<file path="src/rtl/rocketcpu_irqctrl_if.sv">
// Register-bus bundle for rocketcpu_irqctrl: word-addressed, single-cycle ack.
// Signal names are taken from the controller's side of the bus.
interface rocketcpu_irqctrl_if;
   logic [1:0]  i_wb_adr;
   logic [31:0] i_wb_dat;
   logic        i_wb_we;
   logic        i_wb_cyc;
   logic        i_wb_stb;
   logic [31:0] o_wb_rdt;
   logic        o_wb_ack;

   modport master (
      output i_wb_adr, i_wb_dat, i_wb_we, i_wb_cyc, i_wb_stb,
      input  o_wb_rdt, o_wb_ack
   );

   modport slave (
      input  i_wb_adr, i_wb_dat, i_wb_we, i_wb_cyc, i_wb_stb,
      output o_wb_rdt, o_wb_ack
   );
endinterface

</file>
<file path="src/rtl/rocketcpu_irqctrl.sv">
// Interrupt controller: PENDING/ENABLE/ACTIVE/ID registers and a registered combined o_irq.
// Define ROCKETCPU_IRQCTRL_EDGE_EN for rising-edge capture with W1C; default is level mode.
module rocketcpu_irqctrl #(
   parameter int NSRC = 8
) (
   input  logic            i_wb_clk,
   input  logic            i_wb_rst,
   input  logic [NSRC-1:0] i_irq,
   rocketcpu_irqctrl_if.slave bus,
   output logic            o_irq
);

   logic [NSRC-1:0] r_pending;
   logic [NSRC-1:0] r_enable;
   logic            r_ack;
   logic [31:0]     r_rdt;
   logic            r_irq;

   logic            w_access;
   logic            w_wr_pending;
   logic            w_wr_enable;
   logic [NSRC-1:0] w_active;
   logic [4:0]      w_id;
   logic [31:0]     w_rdsel;
   logic [NSRC-1:0] w_pending_nxt;
   logic            w_unused_dat;

   assign w_access     = bus.i_wb_cyc & bus.i_wb_stb & ~r_ack;
   assign w_wr_pending = w_access & bus.i_wb_we & (bus.i_wb_adr == 2'd0);
   assign w_wr_enable  = w_access & bus.i_wb_we & (bus.i_wb_adr == 2'd1);
   assign w_active     = r_pending & r_enable;
   assign w_unused_dat = ^bus.i_wb_dat[31:NSRC];

   // Scan from the top so the lowest-numbered active source wins.
   always_comb begin
      w_id = 5'd0;
      for (int i = NSRC - 1; i >= 0; i--) begin
         if (w_active[i]) w_id = 5'(i + 1);
      end
   end

   always_comb begin
      w_rdsel = '0;
      case (bus.i_wb_adr)
         2'd0:    w_rdsel[NSRC-1:0] = r_pending;
         2'd1:    w_rdsel[NSRC-1:0] = r_enable;
         2'd2:    w_rdsel[NSRC-1:0] = w_active;
         default: w_rdsel[4:0]      = w_id;
      endcase
   end

`ifdef ROCKETCPU_IRQCTRL_EDGE_EN
   logic [NSRC-1:0] r_hist;
   logic [NSRC-1:0] w_clr;

   // A new rising edge beats a same-edge W1C of that bit.
   assign w_clr         = w_wr_pending ? bus.i_wb_dat[NSRC-1:0] : '0;
   assign w_pending_nxt = (r_pending & ~w_clr) | (i_irq & ~r_hist);

   always_ff @(posedge i_wb_clk) begin
      if (i_wb_rst) r_hist <= '0;
      else          r_hist <= i_irq;
   end
`else
   logic w_unused_wrp;

   assign w_unused_wrp  = w_wr_pending;
   assign w_pending_nxt = i_irq;
`endif

   always_ff @(posedge i_wb_clk) begin
      if (i_wb_rst) begin
         r_pending <= '0;
         r_enable  <= '0;
         r_ack     <= 1'b0;
         r_rdt     <= '0;
         r_irq     <= 1'b0;
      end else begin
         r_pending <= w_pending_nxt;
         r_ack     <= w_access;
         r_irq     <= |w_active;
         if (w_wr_enable) r_enable <= bus.i_wb_dat[NSRC-1:0];
         if (w_access)    r_rdt    <= w_rdsel;
      end
   end

   assign bus.o_wb_ack = r_ack;
   assign bus.o_wb_rdt = r_rdt;
   assign o_irq        = r_irq;

endmodule

</file>
<file path="src/flat_wrapper.sv">
// flat-port wrapper written by rule: the top's interface ports become plain ports
module rocketcpu_irqctrl_flat 
#(
   parameter int NSRC = 8
)
  (i_wb_clk, i_wb_rst, i_irq, o_irq, bus_i_wb_adr, bus_i_wb_dat, bus_i_wb_we, bus_i_wb_cyc, bus_i_wb_stb, bus_o_wb_rdt, bus_o_wb_ack);
  rocketcpu_irqctrl_if bus_i ();
  input  logic i_wb_clk;
  input  logic i_wb_rst;
  input  logic [NSRC-1:0] i_irq;
  output logic o_irq;
  input wire logic [$bits(bus_i.i_wb_adr)-1:0] bus_i_wb_adr;
  input wire logic [$bits(bus_i.i_wb_dat)-1:0] bus_i_wb_dat;
  input wire logic [$bits(bus_i.i_wb_we)-1:0] bus_i_wb_we;
  input wire logic [$bits(bus_i.i_wb_cyc)-1:0] bus_i_wb_cyc;
  input wire logic [$bits(bus_i.i_wb_stb)-1:0] bus_i_wb_stb;
  output wire logic [$bits(bus_i.o_wb_rdt)-1:0] bus_o_wb_rdt;
  output wire logic [$bits(bus_i.o_wb_ack)-1:0] bus_o_wb_ack;
  assign bus_i.i_wb_adr = bus_i_wb_adr;
  assign bus_i.i_wb_dat = bus_i_wb_dat;
  assign bus_i.i_wb_we = bus_i_wb_we;
  assign bus_i.i_wb_cyc = bus_i_wb_cyc;
  assign bus_i.i_wb_stb = bus_i_wb_stb;
  assign bus_o_wb_rdt = bus_i.o_wb_rdt;
  assign bus_o_wb_ack = bus_i.o_wb_ack;
  rocketcpu_irqctrl #(.NSRC(NSRC)) u_core (.i_wb_clk(i_wb_clk), .i_wb_rst(i_wb_rst), .i_irq(i_irq), .bus(bus_i), .o_irq(o_irq));
endmodule
</file>
<file path="config.mk">
export PLATFORM = sky130hd
export DESIGN_NAME = rocketcpu_irqctrl_flat
export DESIGN_NICKNAME = d
export VERILOG_FILES = /design/src/rtl/rocketcpu_irqctrl_if.sv /design/src/rtl/rocketcpu_irqctrl.sv /design/src/flat_wrapper.sv
export SDC_FILE = /design/constraint.sdc
export NUM_CORES = 1
export LEC_CHECK = 0
export ABC_AREA = 1
export CAP_MARGIN = 20
export CORE_ASPECT_RATIO = 0.75
export CORE_MARGIN = 1
export CORE_UTILIZATION = 45
export DETAILED_ROUTE_END_ITERATION = 6
export DONT_BUFFER_PORTS = 1
export PLACE_DENSITY = 0.61
export SLEW_MARGIN = 20
export SYNTH_ARGS = -nofsm -noshare
export SYNTH_HDL_FRONTEND = slang
export SYNTH_SLANG_ARGS = --single-unit
</file>
<file path="constraint.sdc">
create_clock -name i_wb_clk -period 1.34 [get_ports i_wb_clk]
set_input_delay 0.201 -clock i_wb_clk [delete_from_list [all_inputs] [get_ports i_wb_clk]]
set_output_delay 0.201 -clock i_wb_clk [all_outputs]
set_load 0.02 [all_outputs]
</file>
==> results of run 1 <==
## synth_stat cells (all sizes together)
cell / instances
o21ai: 23
a31oi: 3
clkinv: 1
inv: 19
or2: 1
nor2: 29
buf: 26
nand3: 6
dfxtp: 26
conb: 1
nand4: 3
nand2: 23
o221ai: 4
clkbuf: 1
a21oi: 3
## per-stage QoR
| step | instances | util (%) | total power [mW] | area [µm²] |
|---|---|---|---|---|
| after floorplan | 192 | - | 1.05 | 1380 |
| after global placement | 201 | 46.1 | 1.01 | 1230 |
| after detailed placement | 201 | 46.1 | 1.01 | 1230 |
| after CTS | 205 | 48.0 | 1.44 | 1280 |
| after global routing | 205 | 48.0 | 1.50 | 1280 |
| final | 205 | 48.0 | 1.41 | 1280 |
## cells in the final DEF, fill, tap and decap left out
master and count:
nand4_1 2, nand3_1 6, nand2_4 2, a31oi_1 3, dlygate4sd3_1 1, nand2_2 1
o221ai_1 4, o21ai_0 16, nand4_4 1, nor2_2 1, nor2_4 1, nor2_8 1
conb_1 24, o21ai_1 7, clkinv_2 1, a21oi_1 3, or2_1 1, nand2_1 20
inv_2 1, inv_4 1, clkbuf_8 3, nor2_1 26, inv_1 17, dfxtp_1 26
## cell type report
| class | count | area (µm²) | area share [%] |
|---|---|---|---|
| Inverter | 20 | 78.8 | 6.16 |
| Tap cell | 36 | 45.0 | 3.52 |
| Sequential cell | 26 | 520 | 40.7 |
| Multi-Input combinational cell | 119 | 583 | 45.6 |
| Clock buffer | 3 | 41.3 | 3.23 |
| Timing Repair Buffer | 1 | 10.0 | 0.783 |
## worst paths after layout
path	startpoint	to	slack, ns
setup reg to reg	u_core.bus.o_wb_ack	u_core.r_enable[0]	0.16
hold / removal	i_irq[3]	u_core.r_pending[3]	0.03
setup / recovery	u_core.bus.o_wb_ack	u_core.r_enable[0]	0.16
hold reg to reg	u_core.r_pending[7]	u_core.o_irq	0.50
## sequential cells by signal, indices dropped and copies added (netlist names)
signal and flops:
u_core.bus.o_wb_rdt 8, u_core.r_enable 8, u_core.r_pending 8, u_core.bus.o_wb_ack 1, u_core.o_irq 1
## where the power goes
group | total [mW] | switching (mW) | internal, mW
Clock | 0.413 | 0.212 | 0.201
Combinational | 0.162 | 0.124 | 0.0380
Sequential | 0.837 | 0.0347 | 0.802
## worst max-delay path: stages, from the launching register on
cell	delay, ns
dfxtp_1	0.56
nor2_8	0.11
nand4_4	0.12
clkinv_2	0.13
nor2_1	0.11
nor2_1	0.05
## logic make-up (layout without fill, tap and decap cells)
logic type             Yosys count  count (layout)  share of synthesized area (%)
buffers and inverters           47              24                           21.5
flip-flops                      26              26                           40.2
other                            1              24                          0.289
AO/OA/AOI/OAI                   33              33                           14.2
AND/OR/NAND/NOR                 62              62                           23.8
## layer usage
layer  vias to the layer above  GRT usage, %
met5                         -             0
met4                         0          2.27
met3                         2          7.78
met2                        55          22.3
met1                       420          20.3
li1                        500             -
## repair_timing
action	CTS	global route
endpoints found under the hold margin	10	0
hold buffers	1	0
buffers inserted	0	0
resized for setup	0	0
setup endpoints to repair	0	0
==> impl_metrics.tcl, run 1 <==
set metrics [dict create \
    place.gp.congestion 0.862 \
    dpl.hpwl_mm 1.81 \
    die_area_um2 3100 \
    status "complete, no violations" \
    synthTopCellsByArea "dfxtp_1 (40%), buf_4 (14%), nor2_1 (7.5%)" \
    drtIter0Drc 49 \
    syn_area_um2 1300 \
    avgSynthCellArea_um2 7.67 \
    antennaDiodeCount 0 \
    required_ns 1.50 \
    top_layer "met4" \
    wl_met3_um 318 \
    antenna_left 0 \
    yosysWarnings 0 \
    wirelength_mm 2.26 \
    grt_pass1_vias 789 \
    drc 0 \
    setup_viol 0 \
    vias 977 \
    drt-met1-wl_mm 1.05 \
    port_buffers 0 \
    grt_max_degree 17 \
    area_growth_pct -1.35 \
    period_needed_ns 1.18 \
    dieWidth_um 64.0 \
    timing.max_cap.violations 0 \
    max_freq_mhz 848 \
    cts_root_buffer "clkbuf_8" \
    end_kind "register" \
    clk_latency_ns 0.26 \
    synthCells 169 \
    cts_made_buffers 3 \
    finalClockSkew_ns 0.00314 \
    core_area_um2 2660 \
    fin_setup_tns_ns 0 \
    fillers 261 \
    num_rows 16 \
    min_period_over_period_pct 88.1 \
    worstPathMaxFanout 9 \
    clk_pin_slew_ns 0.08 \
    hold_ws_ns 0.0303 \
    hold_viol_final 0 \
    antenna_found_initial 0 \
    ys_seq_elements 26 \
    drive_gt1_share_pct 7.69 \
    p_per_area_nw_per_um2 1100 \
    via_per_inst 4.77 \
    start_kind "register" \
    yosysTopAreaCell "dfxtp_1" \
    die_h_um 48.5 \
    crit_arrival_ns 1.34 \
    grt.overflow.total 0 \
    dp_slack_ns 0.158 \
    reg2reg_depth 5 \
    setup_ws_ns 0.160 \
    rsz0062_at_grt "no" \
    wl_per_cell_um 11.0 \
    p_leak_nw 0.588 \
    fin_nets 218 \
    ir_drop_mv 0.571 \
    drv_slew 0 \
    clk_path_buf_depth 2 \
    cts_max_level 1 \
    met2_length_um 874 \
    ys_seq_area_share_pct 40.2 \
    clock-sinks 26 \
    initial_core_util_pct 48.7 \
    track_usage_pct 15.2 \
    hp-class "input port to register" \
    synth_top_area_share_pct 40.2 \
    synth_cell_types 26 \
    grt_pass1_wl_mm 3.67 \
    cts_tree "built" \
    firstDrtPassIters 4 \
    crit_type "register to register" \
    min_path_cells 2 \
    ios 81 \
]
Power figures use the tool's default switching activity.
==> run 2, diff against run 1 <==
--- a/config.mk
+++ b/config.mk
@@ -10,6 +10,7 @@
 export CORE_ASPECT_RATIO = 0.75
 export CORE_MARGIN = 1
 export CORE_UTILIZATION = 45
+export CTS_BUF_LIST = sky130_fd_sc_hd__clkbuf_8
 export DETAILED_ROUTE_END_ITERATION = 6
 export DONT_BUFFER_PORTS = 1
 export PLACE_DENSITY = 0.61
==> results of run 2 <==
No change in the layout: final DEF, timing and power equal those of run 1.
